==> src/rtl/fft_input_loader.sv <==
// Serial-to-parallel frame loader for the full-parallel FFT, ping-pong banked, optional bit-reversed slots.
// Latency: last sample accepted at edge t -> dout_valid visible in cycle t+1.
// Backpressure: din_busy only when the write bank is still FULL; dout_busy holds the presented frame stable.
module fft_input_loader #(
    parameter int WIDTH  = 16,
    parameter int NPOINT = 3,
    parameter int BITREV = 1
) (
    input  logic                          clk,
    input  logic                          rst_n,
    input  logic                          din_valid,
    output logic                          din_busy,
    input  logic                          din_first,
    input  logic [WIDTH-1:0]              din_real,
    input  logic [WIDTH-1:0]              din_imag,
    output logic                          dout_valid,
    input  logic                          dout_busy,
    output logic [WIDTH*(2**NPOINT)-1:0]  dout_real,
    output logic [WIDTH*(2**NPOINT)-1:0]  dout_imag,
    output logic                          frame_err
);

    localparam int N = 2 ** NPOINT;

    typedef enum logic [1:0] {
        BANK_EMPTY,
        BANK_FILLING,
        BANK_FULL
    } bank_st_t;

    bank_st_t          bank_st     [2];
    bank_st_t          bank_st_nxt [2];
    logic              wr_bank, wr_bank_nxt;
    logic              rd_bank, rd_bank_nxt;
    logic [NPOINT-1:0] wr_cnt, wr_cnt_nxt;
    logic              frame_err_nxt;

    logic              din_tran;
    logic              dout_tran;
    logic              restart;
    logic              last;
    logic [NPOINT-1:0] eff_cnt;
    logic [NPOINT-1:0] wr_slot;

    logic [WIDTH-1:0]  mem_re [2][N];
    logic [WIDTH-1:0]  mem_im [2][N];

    function automatic logic [NPOINT-1:0] bitrev(input logic [NPOINT-1:0] v);
        logic [NPOINT-1:0] r;
        for (int i = 0; i < NPOINT; i++) begin
            r[i] = v[NPOINT-1-i];
        end
        return r;
    endfunction

    // Handshake outputs depend on registered bank state only.
    assign din_busy   = (bank_st[wr_bank] == BANK_FULL);
    assign dout_valid = (bank_st[rd_bank] == BANK_FULL);
    assign din_tran   = din_valid && !din_busy;
    assign dout_tran  = dout_valid && !dout_busy;

    // An early din_first drops the partial frame and restarts the count at this sample.
    assign restart = din_tran && din_first && (wr_cnt != '0);
    assign eff_cnt = restart ? '0 : wr_cnt;
    assign last    = &eff_cnt;
    assign wr_slot = (BITREV != 0) ? bitrev(eff_cnt) : eff_cnt;

    always_ff @(posedge clk) begin
        if (rst_n) begin
            bank_st[0] <= BANK_EMPTY;
            bank_st[1] <= BANK_EMPTY;
            wr_bank    <= 1'b0;
            rd_bank    <= 1'b0;
            wr_cnt     <= '0;
            frame_err  <= 1'b0;
        end else begin
            bank_st[0] <= bank_st_nxt[0];
            bank_st[1] <= bank_st_nxt[1];
            wr_bank    <= wr_bank_nxt;
            rd_bank    <= rd_bank_nxt;
            wr_cnt     <= wr_cnt_nxt;
            frame_err  <= frame_err_nxt;
        end
    end

    always_comb begin
        bank_st_nxt[0] = bank_st[0];
        bank_st_nxt[1] = bank_st[1];
        wr_bank_nxt    = wr_bank;
        rd_bank_nxt    = rd_bank;
        wr_cnt_nxt     = wr_cnt;
        frame_err_nxt  = frame_err;

        // A write and a read can never target the same bank in one cycle.
        if (dout_tran) begin
            bank_st_nxt[rd_bank] = BANK_EMPTY;
            rd_bank_nxt          = !rd_bank;
        end

        if (din_tran) begin
            if (last) begin
                bank_st_nxt[wr_bank] = BANK_FULL;
                wr_bank_nxt          = !wr_bank;
                wr_cnt_nxt           = '0;
            end else begin
                bank_st_nxt[wr_bank] = BANK_FILLING;
                wr_cnt_nxt           = eff_cnt + 1'b1;
            end
            if (restart) begin
                frame_err_nxt = 1'b1;
            end
        end
    end

    // Sample storage carries no reset.
    always_ff @(posedge clk) begin
        if (din_tran && !rst_n) begin
            mem_re[wr_bank][wr_slot] <= din_real;
            mem_im[wr_bank][wr_slot] <= din_imag;
        end
    end

    always_comb begin
        dout_real = '0;
        dout_imag = '0;
        for (int k = 0; k < N; k++) begin
            dout_real[k*WIDTH +: WIDTH] = mem_re[rd_bank][k];
            dout_imag[k*WIDTH +: WIDTH] = mem_im[rd_bank][k];
        end
    end

endmodule

==> config.mk <==
export PLATFORM = sky130hd
export DESIGN_NAME = fft_input_loader
export DESIGN_NICKNAME = d
export VERILOG_FILES = /design/src/rtl/fft_input_loader.sv
export SDC_FILE = /design/constraint.sdc
export NUM_CORES = 1
export LEC_CHECK = 0
export ABC_AREA = 1
export CAP_MARGIN = 20
export CORE_ASPECT_RATIO = 0.9
export CORE_MARGIN = 2
export CORE_UTILIZATION = 54
export CTS_CLUSTER_SIZE = 20
export DETAILED_ROUTE_END_ITERATION = 12
export GPL_ROUTABILITY_DRIVEN = 0
export GPL_TIMING_DRIVEN = 0
export PLACE_DENSITY = 0.8
export SETUP_SLACK_MARGIN = 0.15
export SYNTH_ARGS = -nofsm -noshare
export SYNTH_HDL_FRONTEND = slang
export SYNTH_SLANG_ARGS = --single-unit
==> constraint.sdc <==
create_clock -name clk -period 6 [get_ports clk]
set_input_delay 1.2 -clock clk [delete_from_list [all_inputs] [get_ports clk]]
set_output_delay 1.2 -clock clk [all_outputs]
set_load 0.01 [all_outputs]
==> run_results.csv <==
group,metric,value,unit
cts,cts_buffers,51,
pwr,seq_power_share,0.531,
synth,synth.net_count,951,
sta,fin_tns_setup,0,ps
setup_path,critPathArrivalTime,2590,ps
cts,cts.clk_slew.worst_paths,60,ps
floorplan,pin_count,296,
pwr,swShare,0.1980,
floorplan,start_util,0.5470,
sta,rsz0062_at_grt,"false",
outcome,outcome,"completed",
detailed_routing,drt_drc_violations_left,0,
floorplan,core_area,35050,um^2
setup_path,critPathKind,"flip-flop to primary output",
global_routing,grt.met1_usage,0.3413,
global_routing,gr-total-overflow,0,
detailed_routing,drt-initial-drc-count,861,
place,dpl_worst_slack,1768,ps
global_routing,grt-busiest-layer,"met2",
setup_path,critical_path.max_stage_delay,560,ps
cts,cts_hold_buf,0,
pwr,power.total,7640,uW
synth,synth_area_leaders,"edfxtp_1, mux2_2, dfxtp_1, buf_2, nor2_1",
detailed_routing,vias,9950,
floorplan,rows,65,
floorplan,fp.dieH,182.8,um
sta,worst_slack,2206,ps
setup_path,worst-path-stages,5,
synth,synth_cell_types,26,
place,dp_hpwl,31150,um
global_routing,grtUsageMet2,0.4042,
synth,synthFlopType,"edfxtp_1",
cts,htreeDepth,2,
synth,synth-seq-cells,524,
floorplan,dieArea,37030,um^2
detailed_routing,routed_wirelength,46380,um
layout,antenna_cells,0,
synth,syn_area_per_cell,21.09,um^2
detailed_routing,firstDrtPassIters,5,
detailed_routing,postRouteAntennaNets,0,
detailed_routing,wl_per_cell,25.62,um
global_routing,grt_start_max_net_pins,20,
synth,netlist_area,19170,um^2
synth,yosysTopAreaCellShare,0.8019,
synth,synth_top_area_cell,"edfxtp_1",
sta,setup_violations,0,
pwr,clockPowerShare,0.417,
setup_path,start_kind,"flip-flop",
cts,clk_path_buf_depth,3,
floorplan,die_width,202.6,um
layout,n_fill_cell,2136,
global_routing,antenna_found_initial,0,
layout,drive_gt1_frac,0.3192,
setup_path,critPathMostFrequentCell,"buf_2",
global_routing,track_usage,0.2505,
setup_path,r2r_cells,12,
cts,clock_sinks,524,
pwr,p_sw,1513,uW
setup_path,path_cells,"buf_2 > buf_2 > buf_2 > mux2_2 > clkdlybuf4s50_1",
detailed_routing,vias_per_cell,5.497,
sta,post-route-period-util,0.6323,
pwr,static-leakage-power,0.008269,uW
pwr,power_frac_comb,0.052,
pwr,power_density,304.7,nW/um^2
synth,yosys_warnings,0,
layout,post-route-util,0.7154,
sta,fmax,263.6,MHz
sta,slew_headroom,0.3355,
layout,area_growth_syn_to_layout,30.78,%
cts,root_buffer,"clkbuf_16",
synth,ys_seq_area_frac,0.8144,
synth,synth_edf_count,512,
place,portBuffers,295,
sta,hold_viol_final,0,
flow_run,cap_viol_max_count,0,
cts,tritoncts,"done",
setup_path,required,4800,ps
synth,synthArstFlopShare,0,
global_routing,grtUsageMet3,0.05935,
cts,post-cts-setup-buffers,0,
layout,fin_nets,1343,
sta,finalMaxSlewViolations,0,
global_routing,grt_pass1_vias,10410,
setup_path,critPathTopFamily,"buffers and inverters",
setup_path,critPathCaptureType,"primary output",
setup_path,crit_slowest_cell,"clkdlybuf4s50_1",
sta,tightestPinTransition,991.4,ps
cts,ctsResizeCount,0,
setup_path,crit_buf_inv,4,
hold_path,hold_path_class,"flip-flop to flip-flop",
synth,yosysMostFrequentCell,"edfxtp_1",
pwr,ir_drop,274.2,uV
synth,synth_common_cells,"edfxtp_1, mux2_2, buf_2, nor2_1, inv_1",
pwr,p_int,6127,uW
sta,holdWs,492.5,ps
synth,syn-instance-count,909,
setup_path,rrSetupSlack,2860,ps
global_routing,grt_first_pass_wirelength,67040,um
sta,skew,12.61,ps
cts,clock_latency,570,ps
setup_path,cp_max_fo,10,
sta,period_needed,3794,ps
hold_path,holdPathStages,2,
==> cells by family (layout without fill, tap and decap cells) <==
family                   count (synthesis)  in the layout  synth area share
buffers and inverters                   51            483           0.01201
AND/OR/NAND/NOR                         57             57           0.01481
multiplexers                           256            256            0.1504
adder cells (fa/ha/maj)                  5              5          0.003263
flip-flops                             524            524            0.8144
AO/OA/AOI/OAI                           16             16          0.005155
==> area by class of cell <==
cell class | instances | area, um^2 | share of cell area
clock inverter | 27 | 282.8 | 0.01128
tap | 469 | 586.8 | 0.02340
inverter | 21 | 81.33 | 0.003243
clock buffer | 66 | 1395 | 0.05564
sequential | 524 | 15620 | 0.6227
buffer | 30 | 148.9 | 0.005938
multi-input combinational | 334 | 3423 | 0.1365
timing repair buffer | 339 | 3542 | 0.1413
==> cells in the final DEF, fill, tap and decap left out, types with 2 or more instances in the layout <==
cell type / netlist / final
clkbuf_16: 0 / 53
nand3_2: 2 / 2
buf_16: 0 / 4
dfxtp_1: 12 / 12
nand3_1: 3 / 3
o211ai_1: 2 / 2
o21ai_0: 7 / 7
nor3_2: 0 / 10
buf_2: 29 / 29
clkinvlp_4: 0 / 2
buf_12: 0 / 2
bufinv_16: 0 / 6
buf_6: 0 / 33
edfxtp_1: 512 / 512
clkbuf_8: 0 / 2
a21oi_1: 5 / 5
inv_1: 19 / 19
clkbuf_1: 1 / 12
nor2_1: 20 / 14
clkdlybuf4s50_1: 0 / 295
buf_8: 0 / 4
clkinv_2: 0 / 9
mux2_2: 256 / 256
nor2_4: 1 / 7
nand2_1: 15 / 15
ha_1: 5 / 5
clkinv_1: 0 / 9
==> sequential cells by signal, indices dropped and copies added (netlist names), named ones only <==
signal	count
wr_bank	1
frame_err	1
wr_cnt	3
mem_re	256
rd_bank	1
bank_st	4
mem_im	256
==> metrics by stage <==
stage | instances | instance area, um^2
floorplan | 909 | 19170
global placement | 1673 | 22710
detailed placement | 1717 | 23400
CTS | 1810 | 25080
global route | 1810 | 25080
finish | 1810 | 25080
==> power groups by stage <==
| stage | clock network (uW) | registers, uW | logic, uW |
|---|---|---|---|
| floorplan | 0 | 4130 | 157 |
| global placement | 0 | 4130 | 380 |
| detailed placement | 0 | 4130 | 399 |
| CTS | 3240 | 4060 | 402 |
| global route | 3370 | 4060 | 422 |
| finish | 3190 | 4060 | 399 |
==> path summary, 6_finish.rpt <==
path | end | startpoint
worst min register to register | frame_err | frame_err
worst max register to register | mem_re[1][19] | wr_cnt[0]
worst max-delay path | dout_real[98] | flip-flop
worst min-delay path | frame_err | frame_err
==> worst register-to-register path, cell delays in order (launching register included) <==
cell and delay, ps:
dfxtp_1 330, inv_1 100, nand2_1 130, nor2_1 190, nor2_1 140, nor2_1 160
inv_1 90, nor2_1 210, ha_1 200, inv_1 70, nor3_2 800, buf_6 270
buf_6 170
==> layer usage <==
metal | share of wire | vias to the layer above | routed length [um]
li1 | - | 4342 | -
met1 | 0.41 | 5099 | 19190
met2 | 0.48 | 411 | 22320
met3 | 0.076 | 98 | 3510
met4 | 0.029 | 0 | 1356
met5 | 0 | - | 0
(Power assumes the default switching activity.)
